File: config.mk
export PLATFORM = sky130hd
export DESIGN_NAME = exec_alu_param
export DESIGN_NICKNAME = d
export VERILOG_FILES = /design/src/rtl/exec_alu_param.sv
export SDC_FILE = /design/constraint.sdc
export NUM_CORES = 1
export LEC_CHECK = 0
export CORE_AREA = 5 5 110 112
export DETAILED_ROUTE_END_ITERATION = 8
export DIE_AREA = 0 0 115 117
export PLACE_DENSITY = 0.85
export SLEW_MARGIN = 10
export SYNTH_ARGS = -nofsm -noshare
export SYNTH_HDL_FRONTEND = slang
export SYNTH_SLANG_ARGS = --single-unit
File: constraint.sdc
create_clock -name clk -period 2.05 [get_ports clk]
set_input_delay 0.3075 -clock clk [delete_from_list [all_inputs] [get_ports clk]]
set_output_delay 0.3075 -clock clk [all_outputs]
set_load 0.01 [all_outputs]
File: src/rtl/exec_alu_param.sv
// exec_alu_param: parametrised execute-stage ALU for the five-stage pipeline.
// Registered result with persistent carry/zero/negative flags and a
// valid/ready handshake toward Decode. Single-cycle ops complete in one cycle.
// Opcode 1111 is handled in one of two ways:
// - With EXEC_ALU_MUL_EN defined, it runs a WIDTH-cycle shift-add multiplier
//   that holds in_ready low while it is busy.
// - Without EXEC_ALU_MUL_EN, it behaves as a NOP.
module exec_alu_param #(
    parameter int WIDTH   = 16,
    parameter int SH_BITS = $clog2(WIDTH)
) (
    input  logic             clk,
    input  logic             reset,
    input  logic             flush,
    input  logic             in_valid,
    output logic             in_ready,
    input  logic [3:0]       func,
    input  logic [WIDTH-1:0] a,
    input  logic [WIDTH-1:0] b,
    output logic             out_valid,
    output logic [WIDTH-1:0] result,
    output logic             flag_c,
    output logic             flag_z,
    output logic             flag_n,
    output logic             busy
);

    localparam logic [3:0] OP_LDD  = 4'b0001;
    localparam logic [3:0] OP_STD  = 4'b0010;
    localparam logic [3:0] OP_ADD  = 4'b0011;
    localparam logic [3:0] OP_NOT  = 4'b0100;
    localparam logic [3:0] OP_SUB  = 4'b0110;
    localparam logic [3:0] OP_AND  = 4'b0111;
    localparam logic [3:0] OP_OR   = 4'b1000;
    localparam logic [3:0] OP_INC  = 4'b1001;
    localparam logic [3:0] OP_DEC  = 4'b1010;
    localparam logic [3:0] OP_SHL  = 4'b1011;
    localparam logic [3:0] OP_SHR  = 4'b1100;
    localparam logic [3:0] OP_SETC = 4'b1101;
    localparam logic [3:0] OP_CLRC = 4'b1110;
`ifdef EXEC_ALU_MUL_EN
    localparam logic [3:0] OP_MUL  = 4'b1111;
    localparam int         CW      = (WIDTH > 1) ? $clog2(WIDTH) : 1;
`endif

    typedef enum logic [1:0] {
        ST_IDLE = 2'd0,
        ST_EXEC = 2'd1,
        ST_MUL  = 2'd2
    } state_t;

    state_t             state_q, state_d;
    logic [WIDTH-1:0]   result_q, result_d;
    logic               c_q, c_d;
    logic               z_q, z_d;
    logic               n_q, n_d;

    // Single-cycle datapath results, computed straight from the operands
    // presented at the accepting edge so they are captured with the op.
    logic [SH_BITS-1:0] sh_amt;
    logic [WIDTH:0]     add_w;
    logic [WIDTH:0]     sub_w;
    logic [WIDTH:0]     inc_w;
    logic [WIDTH:0]     dec_w;
    logic [WIDTH:0]     shl_w;
    logic [WIDTH:0]     shr_w;
    logic [WIDTH-1:0]   op_res;
    logic               op_c;
    logic               op_zn;

`ifdef EXEC_ALU_MUL_EN
    logic [CW-1:0]        cnt_q, cnt_d;
    logic [2*WIDTH-1:0]   prod_q, prod_d;
    logic [2*WIDTH-1:0]   mcand_q, mcand_d;
    logic [WIDTH-1:0]     mplier_q, mplier_d;
    logic [2*WIDTH-1:0]   prod_step;
`endif

    // Zero flag of a result word.
    function automatic logic is_zero(input logic [WIDTH-1:0] v);
        return (v == '0);
    endfunction

    // Negative flag of a result word (its top bit).
    function automatic logic sign_of(input logic [WIDTH-1:0] v);
        return v[WIDTH-1];
    endfunction

    // Wide arithmetic: bit WIDTH of each vector is the carry/borrow out.
    always_comb begin
        sh_amt = b[SH_BITS-1:0];
        add_w  = {1'b0, a} + {1'b0, b};
        sub_w  = {1'b0, a} - {1'b0, b};
        inc_w  = {1'b0, a} + {{WIDTH{1'b0}}, 1'b1};
        dec_w  = {1'b0, a} - {{WIDTH{1'b0}}, 1'b1};
        // SHL: the last bit pushed out lands in bit WIDTH; zero for amount 0.
        shl_w  = {1'b0, a} << sh_amt;
        // SHR: the last bit pushed out lands in bit 0; zero for amount 0.
        shr_w  = {a, 1'b0} >> sh_amt;
    end

    // Opcode decode for the single-cycle ops; defaults leave state untouched.
    always_comb begin
        op_res = result_q;
        op_c   = c_q;
        op_zn  = 1'b0;
        unique case (func)
            OP_LDD, OP_STD: begin
                op_res = a;
            end
            OP_ADD: begin
                op_res = add_w[WIDTH-1:0];
                op_c   = add_w[WIDTH];
                op_zn  = 1'b1;
            end
            OP_SUB: begin
                op_res = sub_w[WIDTH-1:0];
                op_c   = sub_w[WIDTH];
                op_zn  = 1'b1;
            end
            OP_AND: begin
                op_res = a & b;
                op_zn  = 1'b1;
            end
            OP_OR: begin
                op_res = a | b;
                op_zn  = 1'b1;
            end
            OP_NOT: begin
                op_res = ~b;
                op_zn  = 1'b1;
            end
            OP_INC: begin
                op_res = inc_w[WIDTH-1:0];
                op_c   = inc_w[WIDTH];
                op_zn  = 1'b1;
            end
            OP_DEC: begin
                op_res = dec_w[WIDTH-1:0];
                op_c   = dec_w[WIDTH];
                op_zn  = 1'b1;
            end
            OP_SHL: begin
                op_res = shl_w[WIDTH-1:0];
                op_c   = shl_w[WIDTH];
                op_zn  = 1'b1;
            end
            OP_SHR: begin
                op_res = shr_w[WIDTH:1];
                op_c   = shr_w[0];
                op_zn  = 1'b1;
            end
            OP_SETC: begin
                op_c   = 1'b1;
            end
            OP_CLRC: begin
                op_c   = 1'b0;
            end
            default: begin
                // NOP encodings (and 1111 when the multiplier is absent).
            end
        endcase
    end

    // Next-state, result and flag update: flush beats everything, a running
    // multiply blocks new work, otherwise accept whatever Decode offers.
    always_comb begin
        state_d  = state_q;
        result_d = result_q;
        c_d      = c_q;
        z_d      = z_q;
        n_d      = n_q;
`ifdef EXEC_ALU_MUL_EN
        cnt_d     = cnt_q;
        prod_d    = prod_q;
        mcand_d   = mcand_q;
        mplier_d  = mplier_q;
        prod_step = mplier_q[0] ? (prod_q + mcand_q) : prod_q;
`endif
        if (flush) begin
            state_d = ST_IDLE;
        end
`ifdef EXEC_ALU_MUL_EN
        else if (state_q == ST_MUL) begin
            prod_d   = prod_step;
            mcand_d  = mcand_q << 1;
            mplier_d = mplier_q >> 1;
            cnt_d    = cnt_q + CW'(1);
            if (cnt_q == CW'(WIDTH - 1)) begin
                result_d = prod_step[WIDTH-1:0];
                c_d      = |prod_step[2*WIDTH-1:WIDTH];
                z_d      = is_zero(prod_step[WIDTH-1:0]);
                n_d      = sign_of(prod_step[WIDTH-1:0]);
                state_d  = ST_EXEC;
            end
        end
`endif
        else if (in_valid) begin
`ifdef EXEC_ALU_MUL_EN
            if (func == OP_MUL) begin
                prod_d   = '0;
                mcand_d  = {{WIDTH{1'b0}}, a};
                mplier_d = b;
                cnt_d    = '0;
                state_d  = ST_MUL;
            end else
`endif
            begin
                result_d = op_res;
                c_d      = op_c;
                if (op_zn) begin
                    z_d = is_zero(op_res);
                    n_d = sign_of(op_res);
                end
                state_d = ST_EXEC;
            end
        end else begin
            state_d = ST_IDLE;
        end
    end

    // Control state, result and flags; reset clears them without a clock.
    always_ff @(posedge clk or negedge reset) begin
        if (!reset) begin
            state_q  <= ST_IDLE;
            result_q <= '0;
            c_q      <= 1'b0;
            z_q      <= 1'b0;
            n_q      <= 1'b0;
`ifdef EXEC_ALU_MUL_EN
            cnt_q    <= '0;
`endif
        end else begin
            state_q  <= state_d;
            result_q <= result_d;
            c_q      <= c_d;
            z_q      <= z_d;
            n_q      <= n_d;
`ifdef EXEC_ALU_MUL_EN
            cnt_q    <= cnt_d;
`endif
        end
    end

`ifdef EXEC_ALU_MUL_EN
    // Multiplier working registers; always loaded before use, so no reset.
    always_ff @(posedge clk) begin
        prod_q   <= prod_d;
        mcand_q  <= mcand_d;
        mplier_q <= mplier_d;
    end
`endif

    assign in_ready  = reset && (state_q != ST_MUL);
    assign out_valid = (state_q == ST_EXEC);
    assign result    = result_q;
    assign flag_c    = c_q;
    assign flag_z    = z_q;
    assign flag_n    = n_q;
`ifdef EXEC_ALU_MUL_EN
    assign busy      = (state_q == ST_MUL);
`else
    assign busy      = 1'b0;
`endif

endmodule

==> results of run 1 <==
-- synthesized netlist by cell type (all sizes together) (5+ instances only) --
master,number
nor2,82
nand2,58
ha,52
inv,48
buf,47
a21oi,41
clkbuf,37
o21ai,35
nor3,29
mux2i,28
mux4,24
nand3,23
dfrtp,20
nand4,20
mux2,19
xnor2,16
o22ai,14
o211ai,13
a31oi,12
nor4,12
a211oi,11
a22oi,11
o221ai,11
a21o,10
or3,10
a221oi,9
o21bai,9
or2,9
nand2b,8
o31ai,8
a2111oi,7
a2bb2oi,6
nor2b,6
or4,6
a211o,5
a221o,5
o2111ai,5
o32a,5
or3b,5
-- metrics by stage --
stage	utilization (%)	setup TNS, ns
2_1_floorplan	-	-3.98
3_3_place_gp	85.2	-20.15
3_5_place_dp	85.2	-22.83
-- cells by family after synthesis --
group / Yosys count / share of synthesized area [%]
multiplexers: 71 / 16.0
XOR/XNOR: 17 / 2.41
buffers and inverters: 132 / 9.59
flip-flops: 20 / 7.70
adder cells (fa/ha/maj): 54 / 10.6
other: 1 / 0.0577
AO/OA/AOI/OAI: 260 / 29.2
AND/OR/NAND/NOR: 299 / 24.5
==> results_dict.tcl, run 1 <==
set metrics [dict create \
    port-buffer-count 60 \
    post-cts-setup-buffer-count 91 \
    run_status "stopped before the end" \
    h-tree-depth 1 \
    yosys.area.top_type "ha_1" \
    dp_cells 1273 \
    async_flop_share_pct 100 \
    cts_buffers 3 \
    syn_inst 854 \
    clock_sink_count 20 \
    die_w_um 115 \
    avgSynthCellArea_um2 7.61 \
    postPlaceCellArea_um2 9480 \
    synth.top_cells.by_area "ha_1 10%, mux4_2 8.3%, dfrtp_1 7.7%" \
    cts-root-buf "clkbuf_16" \
    synth_top_area_share_pct 10.0 \
    synth-edff-count 0 \
    seq_area_frac_synth_pct 7.70 \
    ys_types 97 \
    ctsHoldBuffers 0 \
    hpwl_um 27100 \
    rows 39 \
    syn-cell-area_um2 6500 \
    gp_congestion 1.36 \
    pin_count 62 \
    post-place-ws_ns -1.68 \
    start_util_pct 58.4 \
    ys.flop_type "dfrtp_1" \
    error "[ERROR DPL-0038] Utilization greater than 100%, impossible to legalize" \
    cts.path.max_buffers 2 \
    yosysWarnings 0 \
    synth-seq-cells 20 \
    synth_fp_nets 948 \
    die_h_um 117 \
    haltStage "4_1_cts" \
    post_cts_resized 428 \
]
==> inputs of run 2 (changes only) <==
--- a/config.mk
+++ b/config.mk
@@ -5,10 +5,10 @@
 export SDC_FILE = /design/constraint.sdc
 export NUM_CORES = 1
 export LEC_CHECK = 0
-export CORE_AREA = 5 5 110 112
+export CORE_AREA = 5 5 134 136
 export DETAILED_ROUTE_END_ITERATION = 8
-export DIE_AREA = 0 0 115 117
-export PLACE_DENSITY = 0.85
+export DIE_AREA = 0 0 139 141
+export PLACE_DENSITY_LB_ADDON = 0.15
 export SLEW_MARGIN = 10
 export SYNTH_ARGS = -nofsm -noshare
 export SYNTH_HDL_FRONTEND = slang
==> run 2 against run 1 <==
Against the previous run:
- the flow now finishes, with violations (negative setup slack)
- synthesized cell count unchanged
- synthesized area unchanged
==> results_dict.tcl, run 2 <==
set metrics [dict create \
    run_status "complete, but fails checks" \
    violations "negative setup slack" \
    cts-root-buf "clkbuf_16" \
    post-route-min-period_ns 2.74 \
    start_util_pct 38.7 \
    grt_use_total_pct 35.1 \
    die_area_um2 19600 \
    fp.coreArea_um2 16800 \
    slew_viol_final 0 \
    critPathRequiredTime_ns 2.25 \
    grt_max_degree 21 \
    synth.top_cells.by_area "ha_1 10%, mux4_2 8.3%, dfrtp_1 7.7%" \
    hold_class "in2async" \
    h-tree-depth 1 \
    avgRoutedWirePerCell_um 24.1 \
    dp_cells 1406 \
    hpwl_um 27300 \
    fin_nets 1357 \
    die_h_um 141 \
    ys_types 97 \
    power.density_cell_area_nw_per_um2 362 \
    reg2reg_from "result[4]" \
    vias 9252 \
    max_freq_mhz 365 \
    crit_slowest_cell "a211oi_4" \
    critPathArrivalTime_ns 2.94 \
    die_w_um 139 \
    final_cell_mix "370 x buf_4, 73 x nor2_1, 51 x nand2_1" \
    cts_buffers 3 \
    fin_crit_sh_pct 134 \
    postLayoutCellArea_um2 12000 \
    clock_sink_count 20 \
    largest_reg_flops 16 \
    pin_count 62 \
    synth_top_area_share_pct 10.0 \
    syn-cell-area_um2 6500 \
    drc 0 \
    yosysMostFrequentCell "nor2_1" \
    grt_setup_unrepaired "true" \
    drtAntennaViolNets 0 \
    reg2regPathDepth 9 \
    hold_viol 0 \
    grt_antenna_before_repair 0 \
    reg2reg_to "flag_z" \
    cts.path.max_buffers 2 \
    async_flop_share_pct 100 \
    area_delta_synth_final_pct 85.1 \
    crit_fanout 3 \
    synth-seq-cells 20 \
    postPlaceCellArea_um2 10000 \
    cp_slowest_stage_delay_ns 0.33 \
    synth_fp_nets 948 \
    cts_tree "built" \
    critical_path_class "in2reg" \
    cp_cell_sequence "buf_12, buf_12, buf_8, inv_8, ha_4, a211oi_4, buf_4, nor3_2, a311oi_1, a31oi_1, o32ai_2, nand4_1, nor4_2, buf_4, nand4_1, nand2_1" \
    drt_first_pass_iters 5 \
    overflow 0 \
    end_kind "flop" \
    ys.flop_type "dfrtp_1" \
    ctsHoldBuffers 0 \
    p_leak_nw 5.20 \
    clkTransAtPathRegs_ns 0.06 \
    clock-skew-final_ns 0.00557 \
    drtIter0Drc 1089 \
    drv_cap 0 \
    clk-insertion-delay-late_ns 0.26 \
    diodes 0 \
    final_util_pct 71.5 \
    finalWirelength_um 35800 \
    rows 48 \
    yosys.area.top_type "ha_1" \
    synth-edff-count 0 \
    tightest_slew_ns 0.598 \
    syn_inst 854 \
    instances_no_fill 1487 \
    layout_commonest_cell "buf_4" \
    grt_pass1_vias 9354 \
    port-buffer-count 60 \
    yosysWarnings 0 \
    layout-drive-gt1-share_pct 55.4 \
    tns_ns -6.65 \
    yosys-top-cells-count "81 x nor2_1, 58 x nand2_1, 52 x ha_1" \
    avgViaCountPerCell 6.22 \
    avgSynthCellArea_um2 7.61 \
    relSlewSlack_pct 59.8 \
    peakVddDrop_mv 0.535 \
    seq_area_frac_synth_pct 7.70 \
    grt_pass1_wl_um 54300 \
    rrSetupSlack_ns -0.04 \
    fin_ws_ns -0.689 \
    gp_congestion 1.04 \
    critPathLaunchType "primary input" \
    report.final.setup_viol 17 \
]
run 2: cell counts after synthesis:
No cell type changed its count.
run 2: cell type report:
cell class                 instances  area, um2
fill                            1317       4790
multi-input combinational        702       6680
inverter                          48        223
clock buffer                       4       88.8
timing repair buffer             488       4250
tap                              225        282
sequential                        20        500
run 2: per-stage QoR:
stage / total power, mW / setup slack, ns / hold WS [ns]
final: 4.36 / -0.689 / 0.429
after global routing: 4.56 / -0.783 / 0.450
after CTS: 4.13 / -0.657 / 0.431
after detailed placement: 3.20 / -1.69 / 0.477
after global placement: 3.17 / -1.72 / 0.474
after floorplan: 1.84 / -0.534 / 0.0119
run 2: worst max path at each step:
stage               cells past startpoint    start     end  slack (ns)
CTS                                    13  func[3]  flag_z       -0.66
floorplan                              13     a[0]  flag_z       -0.53
detailed placement                     13     a[6]  flag_z       -1.69
global placement                       13     a[6]  flag_z       -1.72
finish                                 16     b[1]  flag_z       -0.69
global route                           16     b[1]  flag_z       -0.78
run 2: per-layer routing:
metal	GRT usage (%)	wire, um	share of wire, %
met1	44.3	13800	39
met3	6.85	3350	9.4
met2	58.6	16700	47
met4	15.4	2000	5.6
met5	0	0	0
run 2: repair_timing:
item,CTS,global route
hold endpoints to repair,0,0
endpoints found under the setup margin,19,18
cloned,5,0
pin swaps,98,67
buffers inserted,56,25
gates resized for setup,303,68
run 2: cell families after synthesis:
logic type,Yosys count,synth area share [%]
buffers and inverters,132,9.59
xor gates and xnor gates,17,2.41
AOI/OAI and AO/OA,260,29.2
muxes,71,16.0
other,1,0.0577
and+or+nand+nor,299,24.5
adders and majority gates,54,10.6
DFF,20,7.70
run 2: report_power, final:
| group | switching (mW) | internal, mW |
|---|---|---|
| clock network | 0.168 | 0.298 |
| logic | 1.59 | 1.74 |
| registers | 0.0815 | 0.478 |
| total | 1.84 | 2.52 |
run 2: critical path, delay by kind of cell:
kind,cells,cell delay [ns]
adder cells (fa/ha/maj),1,0.21
buffers and inverters,6,0.72
AND/OR/NAND/NOR,5,0.68
AO/OA/AOI/OAI,4,1.01
Note: power is estimated with default switching activity, not from simulation.
